==> src/rtl/timer_evt_pkg.sv <==
// Shared types, limits and a small index helper for the timer event scheduler.
package timer_evt_pkg;

  localparam int MAX_CH          = 16;
  localparam int DEF_SYNC_STAGES = 2;

  typedef enum logic [1:0] {
    EDGE_NONE = 2'b00,
    EDGE_RISE = 2'b01,
    EDGE_FALL = 2'b10,
    EDGE_BOTH = 2'b11
  } edge_sel_e;

  typedef enum logic {
    IDLE  = 1'b0,
    OFFER = 1'b1
  } sched_state_e;

  // Adds an offset to a channel index, wrapping at n (base and off are both < n).
  function automatic int wrap_add(input int base, input int off, input int n);
    int s;
    s = base + off;
    return (s >= n) ? s - n : s;
  endfunction

endpackage

==> src/rtl/timer_edge_capture.sv <==
// One event channel: synchroniser, edge detect, pending/direction/overflow flags.
// Optional TIMER_EVT_TIMESTAMP_EN adds a timestamp captured with the pending flag.
module timer_edge_capture
  import timer_evt_pkg::*;
#(
  parameter int SYNC_STAGES = DEF_SYNC_STAGES
`ifdef TIMER_EVT_TIMESTAMP_EN
  , parameter int TS_W = 16
`endif
) (
  input  logic            clk,
  input  logic            rst_n,
  input  logic            sig,
  input  logic            en,
  input  logic [1:0]      edge_sel,
  input  logic            offered,
  input  logic            accept,
  input  logic            ovf_clr,
`ifdef TIMER_EVT_TIMESTAMP_EN
  input  logic [TS_W-1:0] ts_now,
  output logic [TS_W-1:0] ts,
`endif
  output logic            pending,
  output logic            rise,
  output logic            overflow
);

  logic [SYNC_STAGES-1:0] sync;
  logic                   sync_prev;
  logic                   hit_rise;
  logic                   hit_fall;
  logic                   detect;
  logic                   take_dir;
  edge_sel_e              mode;

  assign mode     = edge_sel_e'(edge_sel);
  assign hit_rise = sync[SYNC_STAGES-1] & ~sync_prev;
  assign hit_fall = ~sync[SYNC_STAGES-1] & sync_prev;
  assign detect   = en & ((hit_rise & (mode == EDGE_RISE || mode == EDGE_BOTH)) |
                          (hit_fall & (mode == EDGE_FALL || mode == EDGE_BOTH)));
  // A new edge replaces the direction only when the slot is free or is being emptied now.
  assign take_dir = detect & (~pending | accept);

  // NOTE: sequential state uses non-blocking assignments so every flop samples pre-edge values.
  always_ff @(posedge clk or negedge rst_n) begin
    if (!rst_n) begin
      sync      <= '0;
      sync_prev <= 1'b0;
      pending   <= 1'b0;
      rise      <= 1'b0;
      overflow  <= 1'b0;
    end else begin
      sync      <= {sync[SYNC_STAGES-2:0], sig};
      sync_prev <= sync[SYNC_STAGES-1];
      if (detect) begin
        pending <= 1'b1;
      end else if (accept || (!en && !offered)) begin
        pending <= 1'b0;
      end
      if (take_dir) begin
        rise <= hit_rise;
      end
      if (detect && pending && !accept) begin
        overflow <= 1'b1;
      end else if (ovf_clr) begin
        overflow <= 1'b0;
      end
    end
  end

`ifdef TIMER_EVT_TIMESTAMP_EN
  always_ff @(posedge clk or negedge rst_n) begin
    if (!rst_n) begin
      ts <= '0;
    end else if (take_dir) begin
      ts <= ts_now;
    end
  end
`endif

endmodule

==> src/rtl/timer_event_scheduler.sv <==
// Round-robin scheduler sharing one valid/ready event channel between NUM_CH timer inputs.
// Optional TIMER_EVT_TIMESTAMP_EN adds a free-running counter and the o_evt_ts output.
module timer_event_scheduler
  import timer_evt_pkg::*;
#(
  parameter int NUM_CH      = 4,
  parameter int SYNC_STAGES = DEF_SYNC_STAGES,
`ifdef TIMER_EVT_TIMESTAMP_EN
  parameter int TS_W        = 16,
`endif
  localparam int ID_W       = $clog2(NUM_CH)
) (
  input  logic                i_clk,
  input  logic                i_rst_n,
  input  logic [NUM_CH-1:0]   i_ch_sig,
  input  logic [NUM_CH-1:0]   i_ch_en,
  input  logic [2*NUM_CH-1:0] i_edge_sel,
  input  logic                i_evt_ready,
  input  logic [NUM_CH-1:0]   i_ovf_clr,
  output logic                o_evt_valid,
  output logic [ID_W-1:0]     o_evt_id,
  output logic                o_evt_rise,
  output logic [NUM_CH-1:0]   o_pending,
  output logic [NUM_CH-1:0]   o_overflow
`ifdef TIMER_EVT_TIMESTAMP_EN
  , output logic [TS_W-1:0]   o_evt_ts
`endif
);

  if (NUM_CH < 2 || NUM_CH > MAX_CH) begin : g_bad_num_ch
    $error("timer_event_scheduler: NUM_CH out of range");
  end

  sched_state_e      state, state_nxt;
  logic [ID_W-1:0]   ptr, ptr_nxt;
  logic [ID_W-1:0]   evt_id_nxt, pick_id, scan_idx;
  logic              evt_rise_nxt, pick_found, accept;
  logic [NUM_CH-1:0] ch_rise, ch_accept, ch_offered, eligible;

  assign o_evt_valid = (state == OFFER);
  assign accept      = o_evt_valid & i_evt_ready;
  // Channels already disabled are skipped so a dying pending bit is never offered.
  assign eligible    = o_pending & i_ch_en;

`ifdef TIMER_EVT_TIMESTAMP_EN
  logic [TS_W-1:0] ts_cnt;
  logic [TS_W-1:0] evt_ts_nxt;
  logic [TS_W-1:0] ch_ts [NUM_CH];

  always_ff @(posedge i_clk or negedge i_rst_n) begin
    if (!i_rst_n) ts_cnt <= '0;
    else          ts_cnt <= ts_cnt + 1'b1;
  end
`endif

  for (genvar c = 0; c < NUM_CH; c++) begin : g_ch
    assign ch_offered[c] = o_evt_valid && (o_evt_id == ID_W'(c));
    assign ch_accept[c]  = accept && (o_evt_id == ID_W'(c));

    timer_edge_capture #(
      .SYNC_STAGES (SYNC_STAGES)
`ifdef TIMER_EVT_TIMESTAMP_EN
      , .TS_W      (TS_W)
`endif
    ) u_cap (
      .clk      (i_clk),
      .rst_n    (i_rst_n),
      .sig      (i_ch_sig[c]),
      .en       (i_ch_en[c]),
      .edge_sel (i_edge_sel[2*c +: 2]),
      .offered  (ch_offered[c]),
      .accept   (ch_accept[c]),
      .ovf_clr  (i_ovf_clr[c]),
`ifdef TIMER_EVT_TIMESTAMP_EN
      .ts_now   (ts_cnt),
      .ts       (ch_ts[c]),
`endif
      .pending  (o_pending[c]),
      .rise     (ch_rise[c]),
      .overflow (o_overflow[c])
    );
  end

  // Scan from the far end so the last hit written is the nearest one at or after ptr.
  // NOTE: every combinational output is given a default first so no path infers a latch.
  always_comb begin
    pick_found = 1'b0;
    pick_id    = '0;
    scan_idx   = '0;
    for (int i = NUM_CH - 1; i >= 0; i--) begin
      scan_idx = ID_W'(wrap_add(int'(ptr), i, NUM_CH));
      if (eligible[scan_idx]) begin
        pick_found = 1'b1;
        pick_id    = scan_idx;
      end
    end
  end

  always_comb begin
    state_nxt    = state;
    ptr_nxt      = ptr;
    evt_id_nxt   = o_evt_id;
    evt_rise_nxt = o_evt_rise;
`ifdef TIMER_EVT_TIMESTAMP_EN
    evt_ts_nxt   = o_evt_ts;
`endif
    case (state)
      IDLE: begin
        if (pick_found) begin
          state_nxt    = OFFER;
          evt_id_nxt   = pick_id;
          evt_rise_nxt = ch_rise[pick_id];
`ifdef TIMER_EVT_TIMESTAMP_EN
          evt_ts_nxt   = ch_ts[pick_id];
`endif
        end
      end
      OFFER: begin
        if (i_evt_ready) begin
          state_nxt = IDLE;
          ptr_nxt   = ID_W'(wrap_add(int'(o_evt_id), 1, NUM_CH));
        end
      end
      default: state_nxt = IDLE;
    endcase
  end

  always_ff @(posedge i_clk or negedge i_rst_n) begin
    if (!i_rst_n) begin
      state      <= IDLE;
      ptr        <= '0;
      o_evt_id   <= '0;
      o_evt_rise <= 1'b0;
`ifdef TIMER_EVT_TIMESTAMP_EN
      o_evt_ts   <= '0;
`endif
    end else begin
      state      <= state_nxt;
      ptr        <= ptr_nxt;
      o_evt_id   <= evt_id_nxt;
      o_evt_rise <= evt_rise_nxt;
`ifdef TIMER_EVT_TIMESTAMP_EN
      o_evt_ts   <= evt_ts_nxt;
`endif
    end
  end

endmodule

==> config.mk <==
export PLATFORM = sky130hd
export DESIGN_NAME = timer_event_scheduler
export DESIGN_NICKNAME = d
export VERILOG_FILES = /design/src/rtl/timer_evt_pkg.sv /design/src/rtl/timer_edge_capture.sv /design/src/rtl/timer_event_scheduler.sv
export SDC_FILE = /design/constraint.sdc
export NUM_CORES = 1
export LEC_CHECK = 0
export CAP_MARGIN = 20
export CORE_ASPECT_RATIO = 1.25
export CORE_MARGIN = 3
export CORE_UTILIZATION = 43
export DETAILED_ROUTE_END_ITERATION = 10
export PLACE_DENSITY_LB_ADDON = 0.2
export SLEW_MARGIN = 20
export SYNTH_ARGS = -nofsm -noshare
export SYNTH_HDL_FRONTEND = slang
export SYNTH_SLANG_ARGS = --single-unit
export TNS_END_PERCENT = 10
==> constraint.sdc <==
create_clock -name i_clk -period 1.31 [get_ports i_clk]
set_input_delay 0.393 -clock i_clk [delete_from_list [all_inputs] [get_ports i_clk]]
set_output_delay 0.393 -clock i_clk [all_outputs]
set_load 0.02 [all_outputs]
==> flow_metrics.py <==
metrics = {
    "run_status": {
        "violations_in_the_final_reports": "setup timing",
        "run_status": "finished with violations",
    },
    "synthesis": {
        "synth.area.mux_share": 0.0552,
        "synth-compound-area-share": 0.170,
        "post_synth_fa_ha_maj_area_fraction": 0.0362,
        "synthXorXnorAreaFrac": 0,
        "synthesis_warning_total": 0,
        "post_synth_inst_count": 126,
        "post_synth_most_frequent_cells": "sky130_fd_sc_hd__dfrtp_1 (30), sky130_fd_sc_hd__nand2_1 (15), sky130_fd_sc_hd__a21oi_1 (13)",
        "yosys-top-cells-area": "sky130_fd_sc_hd__dfrtp_1 (54%), sky130_fd_sc_hd__a21oi_1 (4.7%), sky130_fd_sc_hd__buf_4 (4.3%)",
        "synthArstFlopShare": 1.00,
        "synth_largest_type_area_fraction": 0.542,
        "sequential_area_share_after_synthesis": 0.542,
        "area_share_of_and_or_nand_nor_cells_after_synthesis": 0.130,
        "synthesized_area_per_cell_sq_um": 11.0,
        "number_of_enable_type_register_cells_in_the_synthesized_netlist": 0,
        "number_of_distinct_standard_cells_referenced_by_the_synthesized_netlist": 30,
        "synthMostInstantiatedCell": "sky130_fd_sc_hd__dfrtp_1",
        "syn-num-nets": 153,
        "syn_area_sq_um": 1380,
        "synth_top_family_by_area": "compound AO/OA/AOI/OAI gates",
        "ys.flop_type": "sky130_fd_sc_hd__dfrtp_1",
        "synth-seq-cells": 30,
        "synth_largest_area_cell": "sky130_fd_sc_hd__dfrtp_1",
    },
    "sta": {
        "least_margin_pin_slew_ps": 319,
        "setup_tns_ps": -562,
        "timing.hold.ws_ps": 353,
        "period_share": 1.10,
        "timing.final.crit_period_ps": 1440,
        "finalSetupViolCount": 11,
        "fmax_ghz": 0.697,
        "max-slew-margin-rel": 0.787,
        "final.setup.worst_slack_ps": -125,
        "grt_setup_unrepaired": "yes",
        "hold_viol": 0,
        "pins_over_slew_limit": 0,
        "fin_worst_skew_ps": 12.8,
    },
    "power_and_ir_drop": {
        "power.total_mw": 3.28,
        "leakage_nw": 0.966,
        "ir_drop_mv": 1.01,
        "p_per_area_nw_per_um2": 1540,
    },
    "detailed_routing": {
        "drt_wl_total_um": 3400,
        "postRouteAntennaNets": 0,
        "post_drt_wl_per_cell_um": 15.1,
        "vias_post_dr": 1227,
        "number_of_detailed_route_iterations_in_the_first_pass": 5,
        "route.detailed.vias_per_inst": 5.45,
        "drc": 0,
        "initialDrtViolationCount": 11,
    },
    "place": {
        "global_placer_s_final_weighted_congestion": 0.961,
        "dpl-instance-area_sq_um": 1900,
        "pre_cts_slack_ps": -605,
        "place.port_buffers": 34,
        "dpl_wire_length_um": 2280,
        "numPlacedInstances": 211,
    },
    "clocking": {
        "cts.reportedPaths.clkPinSlew_ps": 90,
        "clk_latency_ps": 340,
        "tritoncts_num_sinks": 30,
        "clock-root-buffer": "sky130_fd_sc_hd__clkbuf_4",
        "cts_tree": "yes",
        "ctsLongestPathBuffers": 2,
        "htreeDepth": 2,
        "numCtsBuffers": 5,
    },
    "global_routing": {
        "gr-usage-all-layers": 0.183,
        "vias_in_the_first_global_route": 1224,
        "grt_max_degree": 31,
        "globalRouteOverflowTotal": 0,
        "antenna_violations_before_repair": 0,
        "grt_pass1_wl_um": 5510,
    },
    "hold_path": {
        "hold_depth": 0,
        "worstHoldStart": "g_ch[3].u_cap.sync[0]",
        "end_point_of_the_worst_hold_path": "g_ch[3].u_cap.sync[1]",
        "min-delay-path-class": "flop to flop",
    },
    "critical_path": {
        "timing.setup.critical_path_class": "flop to flop",
        "regToRegSetupSlack_ps": -130,
        "cp.arrival_ps": 1680,
        "critical_path.endpoint_type": "flop",
        "worstSetupStartpointType": "flop",
        "critical_path.reg2reg.endpoint": "o_evt_rise",
        "setup.worst_path.start": "g_ch[2].u_cap.pending",
        "r2r.worst_path.cells": 6,
        "cp_max_fo": 5,
        "cp_data_required_time_ps": 1560,
        "reg2reg_from": "g_ch[2].u_cap.pending",
    },
    "die": {
        "placeableCoreArea_sq_um": 3000,
        "die_width_um": 56.7,
        "die_area_sq_um": 3940,
        "io_pins": 35,
        "floorplan.rows": 22,
        "initial_utilization": 0.461,
        "chipHeight_um": 69.4,
    },
    "final_layout": {
        "finish.instance_area_sq_um": 2130,
        "antenna-diode-count": 0,
        "syn_to_final_growth_pct": 54.2,
        "nNetsFinal": 215,
        "post_layout_cell_count": 225,
        "utilization": 0.711,
        "drive_above_1_share": 0.455,
    },
    "flow_run": {
        "maximum_capacitance_violations": 0,
    },
}
==> report_power, final <==
part           leakage [nW]  internal, mW  switching, mW
clock                0.0353         0.260          0.319
combinational         0.561         0.721          0.681
sequential            0.369          1.10          0.203
==> cells in the final DEF (no fill, tap or decap), drive strengths merged, types with 2 or more instances in the layout <==
master	netlist	final
buf	9	42
dfrtp	30	30
clkdlybuf4s50	0	17
nand2	16	16
a21oi	13	13
nor2b	8	8
clkbuf	0	7
inv	7	7
dlygate4sd2	0	5
a22o	5	5
nand3	5	5
mux2	5	5
o22ai	4	4
ha	4	4
o221ai	3	3
o21ai	3	3
mux2i	2	2
and2	2	2
nand2b	2	2
==> kinds of logic after synthesis <==
| group | Yosys count |
|---|---|
| adder cells (fa/ha/maj) | 4 |
| AO/OA/AOI/OAI | 33 |
| flip-flops | 30 |
| AND/OR/NAND/NOR | 36 |
| multiplexers | 7 |
| buffers and inverters | 16 |
==> worst max-delay path by stage <==
| stage | endpoint | slack (ps) | cells after the start |
|---|---|---|---|
| 2_1_floorplan | g_ch[2].u_cap.rise | -40 | 5 |
| 3_3_place_gp | g_ch[3].u_cap.rise | -470 | 4 |
| 3_5_place_dp | o_evt_rise | -600 | 6 |
| 4_1_cts | o_evt_rise | -90 | 4 |
| 5_1_grt | o_evt_rise | -160 | 6 |
| 6_report | o_evt_rise | -130 | 6 |
==> state kept, by name (all words and copies together) (netlist names) <==
name,cells
ptr,2
o_evt_rise,1
g_ch.u_cap.sync_prev,4
g_ch.u_cap.rise,4
o_evt_valid,1
o_evt_id,2
g_ch.u_cap.pending,4
g_ch.u_cap.sync,8
g_ch.u_cap.overflow,4
==> layer usage <==
layer / routed length [um] / part of all wire / GRT usage
met5: 0 / 0 / 0
met4: 96 / 0.028 / 0.0876
met3: 285 / 0.084 / 0.0689
met2: 1750 / 0.52 / 0.311
met1: 1260 / 0.37 / 0.197
==> timing repair <==
action / in CTS / in global routing
resized for setup: 80 / 17
setup endpoints to repair: 19 / 18
hold buffers: 0 / 0
pin swaps: 9 / 11
setup buffers: 1 / 5
==> layout make-up <==
type	instances	area, sq um
clock buffer	7	55.1
clock inverter	1	5.00
fill	225	867
inverter	7	26.3
multi-input combinational	80	708
sequential	30	756
tap	36	45.0
timing repair buffer	64	538
==> critical path: stages, from the launching register on <==
cell	delay (ps)
sky130_fd_sc_hd__dfrtp_1	440
sky130_fd_sc_hd__nand2_4	150
sky130_fd_sc_hd__buf_4	130
sky130_fd_sc_hd__o221ai_2	90
sky130_fd_sc_hd__a22oi_2	210
sky130_fd_sc_hd__nand2_2	110
sky130_fd_sc_hd__o221ai_2	210
(Power assumes the default switching activity.)
